$ cat src/rtl/wormhole_rr_arbiter.sv
// Round-robin output-channel arbiter with wormhole grant locking.
// One output port is shared by IN_N inputs. A grant is taken on a head
// request and held until the tail flit is accepted. A flit-count
// watchdog forces a release when a packet runs past MAX_LEN flits.
module wormhole_rr_arbiter #(
  parameter int IN_N    = 5,
  parameter int MAX_LEN = 16
) (
  input  logic            clk_i,
  input  logic            rst_i,
  input  logic [IN_N-1:0] req_i,
  input  logic [IN_N-1:0] tail_i,
  input  logic            xfer_i,
  output logic [IN_N-1:0] grant_o,
  output logic            busy_o,
  output logic            err_o
);

  localparam int PTR_W   = (IN_N > 1) ? $clog2(IN_N) : 1;
  localparam int CNT_RAW = $clog2(MAX_LEN + 1);
  localparam int CNT_W   = (CNT_RAW < 1) ? 1 : CNT_RAW;

  localparam logic [PTR_W-1:0] PTR_RST    = PTR_W'(IN_N - 1);
  localparam logic [CNT_W-1:0] LIMIT_LAST = CNT_W'((MAX_LEN > 0) ? (MAX_LEN - 1) : 0);
  localparam bit               WDOG_ON    = (MAX_LEN != 0);

  typedef enum logic {
    IDLE,
    LOCKED
  } state_t;

  state_t            state;
  state_t            state_next;

  logic [PTR_W-1:0]  ptr;
  logic [PTR_W-1:0]  ptr_next;
  logic [PTR_W-1:0]  gidx;
  logic [PTR_W-1:0]  gidx_next;
  logic [IN_N-1:0]   gnt;
  logic [IN_N-1:0]   gnt_next;
  logic [CNT_W-1:0]  cnt;
  logic [CNT_W-1:0]  cnt_next;
  logic              err;
  logic              err_next;

  logic [PTR_W-1:0]  win_idx;
  logic              win_found;
  logic [PTR_W-1:0]  cand_idx;
  int                cand;

  logic              tail_hit;
  logic              limit_hit;
  logic              release_now;

  // Scan requests from ptr downwards with wrap; the first set request wins.
  always_comb begin
    win_found = 1'b0;
    win_idx   = ptr;
    cand      = 0;
    cand_idx  = '0;
    for (int k = 0; k < IN_N; k++) begin
      cand     = (int'(ptr) - k + IN_N) % IN_N;
      cand_idx = PTR_W'(cand);
      if (!win_found && req_i[cand_idx]) begin
        win_found = 1'b1;
        win_idx   = cand_idx;
      end
    end
  end

  // A locked packet ends on an accepted tail from the owner or on the
  // accepted flit that reaches the watchdog limit; the tail takes precedence.
  always_comb begin
    tail_hit    = |(tail_i & gnt);
    limit_hit   = WDOG_ON && (cnt == LIMIT_LAST);
    release_now = (state == LOCKED) && xfer_i && (tail_hit || limit_hit);
  end

  // State register: IDLE or LOCKED, cleared asynchronously.
  always_ff @(posedge clk_i or posedge rst_i) begin
    if (rst_i) begin
      state <= IDLE;
    end else begin
      state <= state_next;
    end
  end

  // Next-state logic: lock on any request, unlock on a release.
  always_comb begin
    state_next = state;
    case (state)
      IDLE:    if (win_found) state_next = LOCKED;
      LOCKED:  if (release_now) state_next = IDLE;
      default: state_next = IDLE;
    endcase
  end

  // Next values of grant, pointer, flit counter and error pulse.
  always_comb begin
    gnt_next  = gnt;
    gidx_next = gidx;
    ptr_next  = ptr;
    cnt_next  = cnt;
    err_next  = 1'b0;
    case (state)
      IDLE: begin
        if (win_found) begin
          gnt_next  = IN_N'(1) << win_idx;
          gidx_next = win_idx;
          cnt_next  = '0;
        end
      end
      LOCKED: begin
        if (release_now) begin
          gnt_next = '0;
          ptr_next = (gidx == '0) ? PTR_RST : (gidx - PTR_W'(1));
          cnt_next = '0;
          err_next = !tail_hit;
        end else if (xfer_i) begin
          cnt_next = cnt + CNT_W'(1);
        end
      end
      default: begin
        gnt_next = '0;
      end
    endcase
  end

  // Datapath registers; reset drops any grant immediately.
  always_ff @(posedge clk_i or posedge rst_i) begin
    if (rst_i) begin
      gnt  <= '0;
      gidx <= '0;
      ptr  <= PTR_RST;
      cnt  <= '0;
      err  <= 1'b0;
    end else begin
      gnt  <= gnt_next;
      gidx <= gidx_next;
      ptr  <= ptr_next;
      cnt  <= cnt_next;
      err  <= err_next;
    end
  end

  // Outputs are plain decodes of registered state.
  always_comb begin
    grant_o = gnt;
    busy_o  = (state == LOCKED);
    err_o   = err;
  end

endmodule

$ cat config.mk
export PLATFORM = sky130hd
export DESIGN_NAME = wormhole_rr_arbiter
export DESIGN_NICKNAME = d
export VERILOG_FILES = /design/src/rtl/wormhole_rr_arbiter.sv
export SDC_FILE = /design/constraint.sdc
export NUM_CORES = 1
export LEC_CHECK = 0
export ABC_CLOCK_PERIOD_IN_PS = 9900
export CAP_MARGIN = 20
export CELL_PAD_IN_SITES_DETAIL_PLACEMENT = 2
export CELL_PAD_IN_SITES_GLOBAL_PLACEMENT = 2
export CORE_AREA = 5 5 107 109
export CTS_BUF_LIST = sky130_fd_sc_hd__clkbuf_16
export DETAILED_ROUTE_END_ITERATION = 7
export DIE_AREA = 0 0 112 114
export GPL_ROUTABILITY_DRIVEN = 0
export HOLD_SLACK_MARGIN = 0.15
export MAX_ROUTING_LAYER = met4
export PLACE_DENSITY = 0.82
export SLEW_MARGIN = 20
export SYNTH_ARGS = -nofsm -noshare
export SYNTH_HDL_FRONTEND = slang
export SYNTH_SLANG_ARGS = --single-unit
$ cat constraint.sdc
create_clock -name clk_i -period 9.9 [get_ports clk_i]
set_clock_uncertainty 0.15 [all_clocks]
set_input_delay 1.485 -clock clk_i [delete_from_list [all_inputs] [get_ports clk_i]]
set_output_delay 1.485 -clock clk_i [all_outputs]
set_load 0.1 [all_outputs]
* After elaboration in Yosys (flattened, before gate mapping) *
Index checks and enable logic that the tools add are counted.

storage, ports and cells
  output and inout bits = 7
  input port bits = 13
  logic and storage cells = 85
  register bits after elaboration = 18

operators by class
  bitwise logic cells = 2
  magnitude comparators = 5
  reductions and logical operators = 18
  add/sub/neg operators = 11
  muxes and demuxes = 33
  equal/unequal tests = 4
  shift-type cells = 1
  divide/modulo/power cells = 5

operators by type and width
  cell                                                 count
  modulo 32 x 4 -> 32 bit, second input constant       5
  two-way mux 5 bit                                    5
  adder 4 x 4 -> 5 bit, second input constant          4
  < comparator 3 x 4 -> 1 bit, second input constant   5
  one-hot mux 5 bit (2 select lines)                   2
  two-way mux 3 bit                                    6
  binary-select mux 1 bit (select 3 bit)               5
  two-way mux 1 bit                                    14
  AND reduction 2 bit                                  4
  subtractor 3 x 2 -> 4 bit, second input constant     2
  logical AND 1 bit                                    6
  adder 5 x 1 -> 5 bit, second input constant          1
  bitwise AND 5 bit                                    1
  equality test 5 x 4 -> 1 bit, second input constant  1
  zero test 1 bit                                      5
  OR reduction 5 bit                                   1
  left shift 1 x 3 -> 5 bit, first input constant      1
  adder 3 x 3 -> 4 bit, second input constant          1
  subtractor 3 x 1 -> 4 bit, second input constant     1
  subtractor 3 x 3 -> 4 bit, second input constant     1
  zero test 3 bit                                      1
  != test 3 x 2 -> 1 bit, second input constant        1
  subtractor 3 x 1 -> 3 bit, second input constant     1
  != test 2 x 1 -> 1 bit, second input constant        1
  4 further kinds                                      4

* Longest topological paths before layout *
  depth after elaboration = 20
  gate-level depth with buffers = 35
  depth with buffers taken out = 31

* Least setup slack after synthesis *
Ideal clock, no wire load.

  kind = reg-to-reg
  start = reg ptr[0]
  end = reg gnt[3], in the netlist grant_o[3]
  path buffers = 6
  arrival time = 7.425 ns
  setup time = 0.122 ns
  stages on the path, launching flop included = 33
  period minus slack after synthesis = 7.697 ns
  data required time = 9.628 ns
  slack = 2.203 ns
  cell sequence = dfrtp_1 > buf_2 > buf_4 > buf_2 > buf_1 > buf_1 > inv_1 > ha_1 > buf_2 > inv_1 > nand3_1 > and2_1 > ha_1 > nor2_1 > or4b_4 > and2_4 > a221oi_1 > a21o_1 > ha_1 > nand2b_1 > and4_1 > mux2i_1 > o211ai_2 > xnor2_1 > ha_1 > or3_1 > o221ai_1 > nand4_1 > nor2b_1 > or3b_1 > a32oi_2 > inv_1 > a22o_1

between the ends
  longest elaborated chain between the ends = 20
  elaborated cells between the ends (all ways) = 47
  those cells by class = add/sub: 9; div: 5; eq/ne: 1; shift: 1; mux: 22; reduce/logical: 9

ends and longest elaborated chain
  element                                                                           RTL line  text
  start: declaration                                                                35        logic [PTR_W-1:0] ptr;
  start signal: assignment                                                          140       ptr <= ptr_next;
  parallel branches: the longest is 20 deep, another holds modulo 32 x 4 -> 32 bit  -
  end signal: assignment                                                            138       gnt <= gnt_next;
  end: declaration                                                                  39        logic [IN_N-1:0] gnt;

Parallel ways; which one is timed is not known. The select of a mux whose other input is x is not followed.
A chain may end at the register's enable or synchronous reset.

* Final worst setup path *
  start = reg ptr[2]
  end = reg gnt[2], in the netlist grant_o[2]

Same word-level chain as after synthesis.

==> results.rst <==
.. list-table::
   :header-rows: 1

   * - Metric
     - Value
   * - Initial cell density of the core
     - 0.355
   * - Minimum clock period
     - ~8300 ps
   * - Count of hold-fix buffers inserted at cts
     - 0
   * - Worst-path maximum fanout
     - 25
   * - Fraction of the mapped netlist area in compound gates
     - 0.316
   * - Post-synthesis simple-gate area fraction
     - 0.256
   * - Count of instances resized after the clock tree is built
     - 0
   * - CTS Buffer Depth
     - 2
   * - DRC violations left
     - 0
   * - Hold WC Path Type
     - reg2reg
   * - Maximum clock frequency
     - 120 MHz
   * - Final count of pins violating max slew
     - 0
   * - P&R area growth vs syn
     - 9.30%
   * - Number of clock buffers inserted by TritonCTS
     - 3
   * - Met1 usage in global routing
     - 0.229
   * - Xor-xnor portion of the synthesized cell area
     - 0.0672
   * - Number of warnings reported in the yosys synthesis log
     - 0
   * - Cell repeated most along the worst path
     - ha_1
   * - Area leader, netlist
     - ha_1
   * - Fraction of the cycle the final worst path needs
     - 0.842
   * - Final count of hold timing violations
     - 0
   * - Number of antenna violations at the first check in global routing
     - 0
   * - CTS tree
     - done
   * - Layout cells sized above 1
     - 0.0919
   * - Ranking of synthesized cells by area
     - ha_1 (13%), dfrtp_1 (11%), nand2_1 (4.5%), xnor2_1 (4.2%), nor2_1 (3.8%)
   * - Maximum cell stage delay along the critical path
     - 900 ps
   * - Gate Count Post-Synth
     - 475
   * - Die Footprint
     - 12800 um2
   * - Share of flip-flops with an asynchronous set or reset after synthesis
     - 1.00
   * - Adder-cell share of the synthesized area
     - 0.128
   * - Final net count
     - 531
   * - Synthesized netlist net count
     - 526
   * - Slowest CP cell
     - dfstp_2
   * - # Max-Cap Violations
     - 0
   * - Remaining global-route overflow
     - 0
   * - Global routing usage on met2
     - 0.365
   * - Most used flip-flop cell after synthesis
     - dfrtp_1
   * - Unrepaired setup endpoints after global routing
     - no
   * - WL/cell
     - 19.7 um
   * - Post-place instance area
     - 3990 um2
   * - Initial DRT Pass Iterations
     - 4
   * - Yosys reg bits
     - 18
   * - Fraction of met3 tracks used by global routing
     - 0.00531
   * - Antenna viol nets, final
     - 0
   * - Via density per instance
     - around 6
   * - Clock-pin slew on the worst setup and hold paths
     - about 50 ps
   * - Post-DP HPWL
     - 9610 um
   * - Highest-count cells in the layout ignoring fill and taps
     - nand2_1 (45), nor2_1 (38), ha_1 (38)
   * - Clock latency of the later-clocked register in the worst-skew pair
     - 250 ps
   * - Core Rows
     - 38
   * - Share of the synthesized area in the top cell type
     - 0.128
   * - Vias
     - 3689
   * - Global-route wire length before repair
     - 20300 um
   * - Detailed Route Iter0 Violations
     - 130
   * - Least-Margin Pin Slew
     - 985 ps
   * - EDFF count, synth
     - 0
   * - Post-CTS setup buffer count
     - 0
   * - Slew headroom
     - 0.342
   * - Critical Setup Path Class
     - reg2reg
   * - Count of buffers inserted at the top-level ports
     - 19
   * - Clock H-tree levels
     - 1
   * - Total I/O pin count
     - 20
   * - Antenna diode instance count
     - 0
   * - Share of synthesized area occupied by flip-flops and latches
     - 0.121
   * - Final setup vio count
     - 0
   * - Die height
     - between 100 and 150 um
   * - Endpoint class of the critical path
     - flop
   * - Post-synthesis instance area
     - 3730 um2
   * - Sum of buffers and inverters on the critical path
     - 1
   * - Launching element type of the critical path
     - flop
   * - Syn Area/Cell
     - 7.84 um2
   * - Highest-utilization routing layer at the global route stage
     - met2
   * - Finished Cell Area
     - 4070 um2
   * - Core box area
     - 10500 um2
   * - Pin count of the biggest net entering global routing
     - 55
   * - Via count of the first global-routing pass
     - 4058
   * - Worst path required time
     - 9860 ps
   * - Buffer cell driving the clock tree root
     - clkbuf_16
   * - Mux cell area share after synthesis
     - 0.0547
   * - Chip Width
     - 112 um
   * - Data arrival time at the worst-slack endpoint
     - 8300 ps
   * - Top delay family on crit path
     - simple AND/OR/NAND/NOR gates
   * - Outcome
     - complete, no violations
   * - Detailed-route wire length
     - approximately 12000 um
   * - Total global routing track utilization
     - 0.193
   * - Most common cell after layout, fill and taps aside
     - nand2_1
   * - Number of distinct library cells after synthesis
     - a little over 90
   * - Setup TNS after final layout
     - 0 ps
   * - Main combinational cell family by area after synthesis
     - compound AO/OA/AOI/OAI gates
   * - Sink Count
     - 18
[area by class of cell]
cell class / instances / area, um2
Clock inverter: 1 / 3.75
Multi-Input combinational cell: 410 / 3060
Timing Repair Buffer: 22 / 213
Tap cell: 140 / 175
Fill cell: 1227 / 6430
Inverter: 25 / 93.8
Sequential cell: 18 / 452
Clock buffer: 3 / 75.1
[synthesized netlist by cell type (3+ instances only)]
cell	count
dfrtp_1	17
o21bai_1	3
nor2b_1	14
a32oi_1	3
and2_1	10
a31oi_1	3
or3_1	3
a21oi_1	21
a22o_1	4
a32o_1	3
nor2_1	38
nor4_1	4
a211o_1	5
nor3_1	5
nand3_1	14
o211a_1	3
or2_2	3
o311a_1	3
nand2_1	45
o221ai_1	3
mux2_2	5
xnor2_1	18
o21ai_1	4
ha_1	38
nand4_1	3
o22ai_1	8
a21o_1	7
inv_1	24
o211ai_1	9
o41ai_1	3
o21a_1	3
clkbuf_1	6
nor3b_1	4
nand2b_1	7
o31ai_1	7
buf_4	3
o21ai_0	20
mux2i_1	11
and3_1	5
buf_2	9
xor2_1	8
[metal layers]
layer	up-vias	routed length [um]	part of all wire
met5	-	0	0
met4	0	206	0.017
met3	15	66	0.0054
met2	33	6350	0.52
met1	1862	5580	0.46
li1	1779	-	-
[worst paths after layout]
path                       startpoint          to  slack (ps)  depth (start not counted)
min in group asynchronous       rst_i  grant_o[0]        1500                          2
setup / recovery               ptr[2]  grant_o[2]        1570                         27
max in group asynchronous       rst_i      ptr[0]        7640                          2
hold / removal                gidx[2]     gidx[2]         370                          1
setup reg to reg               ptr[2]  grant_o[2]        1570                         27
hold reg to reg               gidx[2]     gidx[2]         370                          1
[stage by stage]
stage	setup slack (ps)	utilization	hold WS, ps	instances
floorplan	2200	-	312	475
global route	797	0.388	399	619
detailed placement	1590	0.379	350	614
finish	1570	0.388	367	619
CTS	1540	0.387	373	618
global placement	2060	0.379	344	614
[flip-flops by register name, summed over array words and instances (netlist names)]
name     count
cnt          5
ptr          3
gidx         3
err_o        1
busy_o       1
grant_o      5
[cell families after synthesis]
group                      after synthesis
muxes                                   18
AOI/OAI and AO/OA                      151
adders and majority gates               38
xor gates and xnor gates                27
and+or+nand+nor                        176
buffers and inverters                   47
DFF                                     18
Power is not shown: default switching activity piles up to over one toggle a cycle in this logic, so the estimate is an artifact.
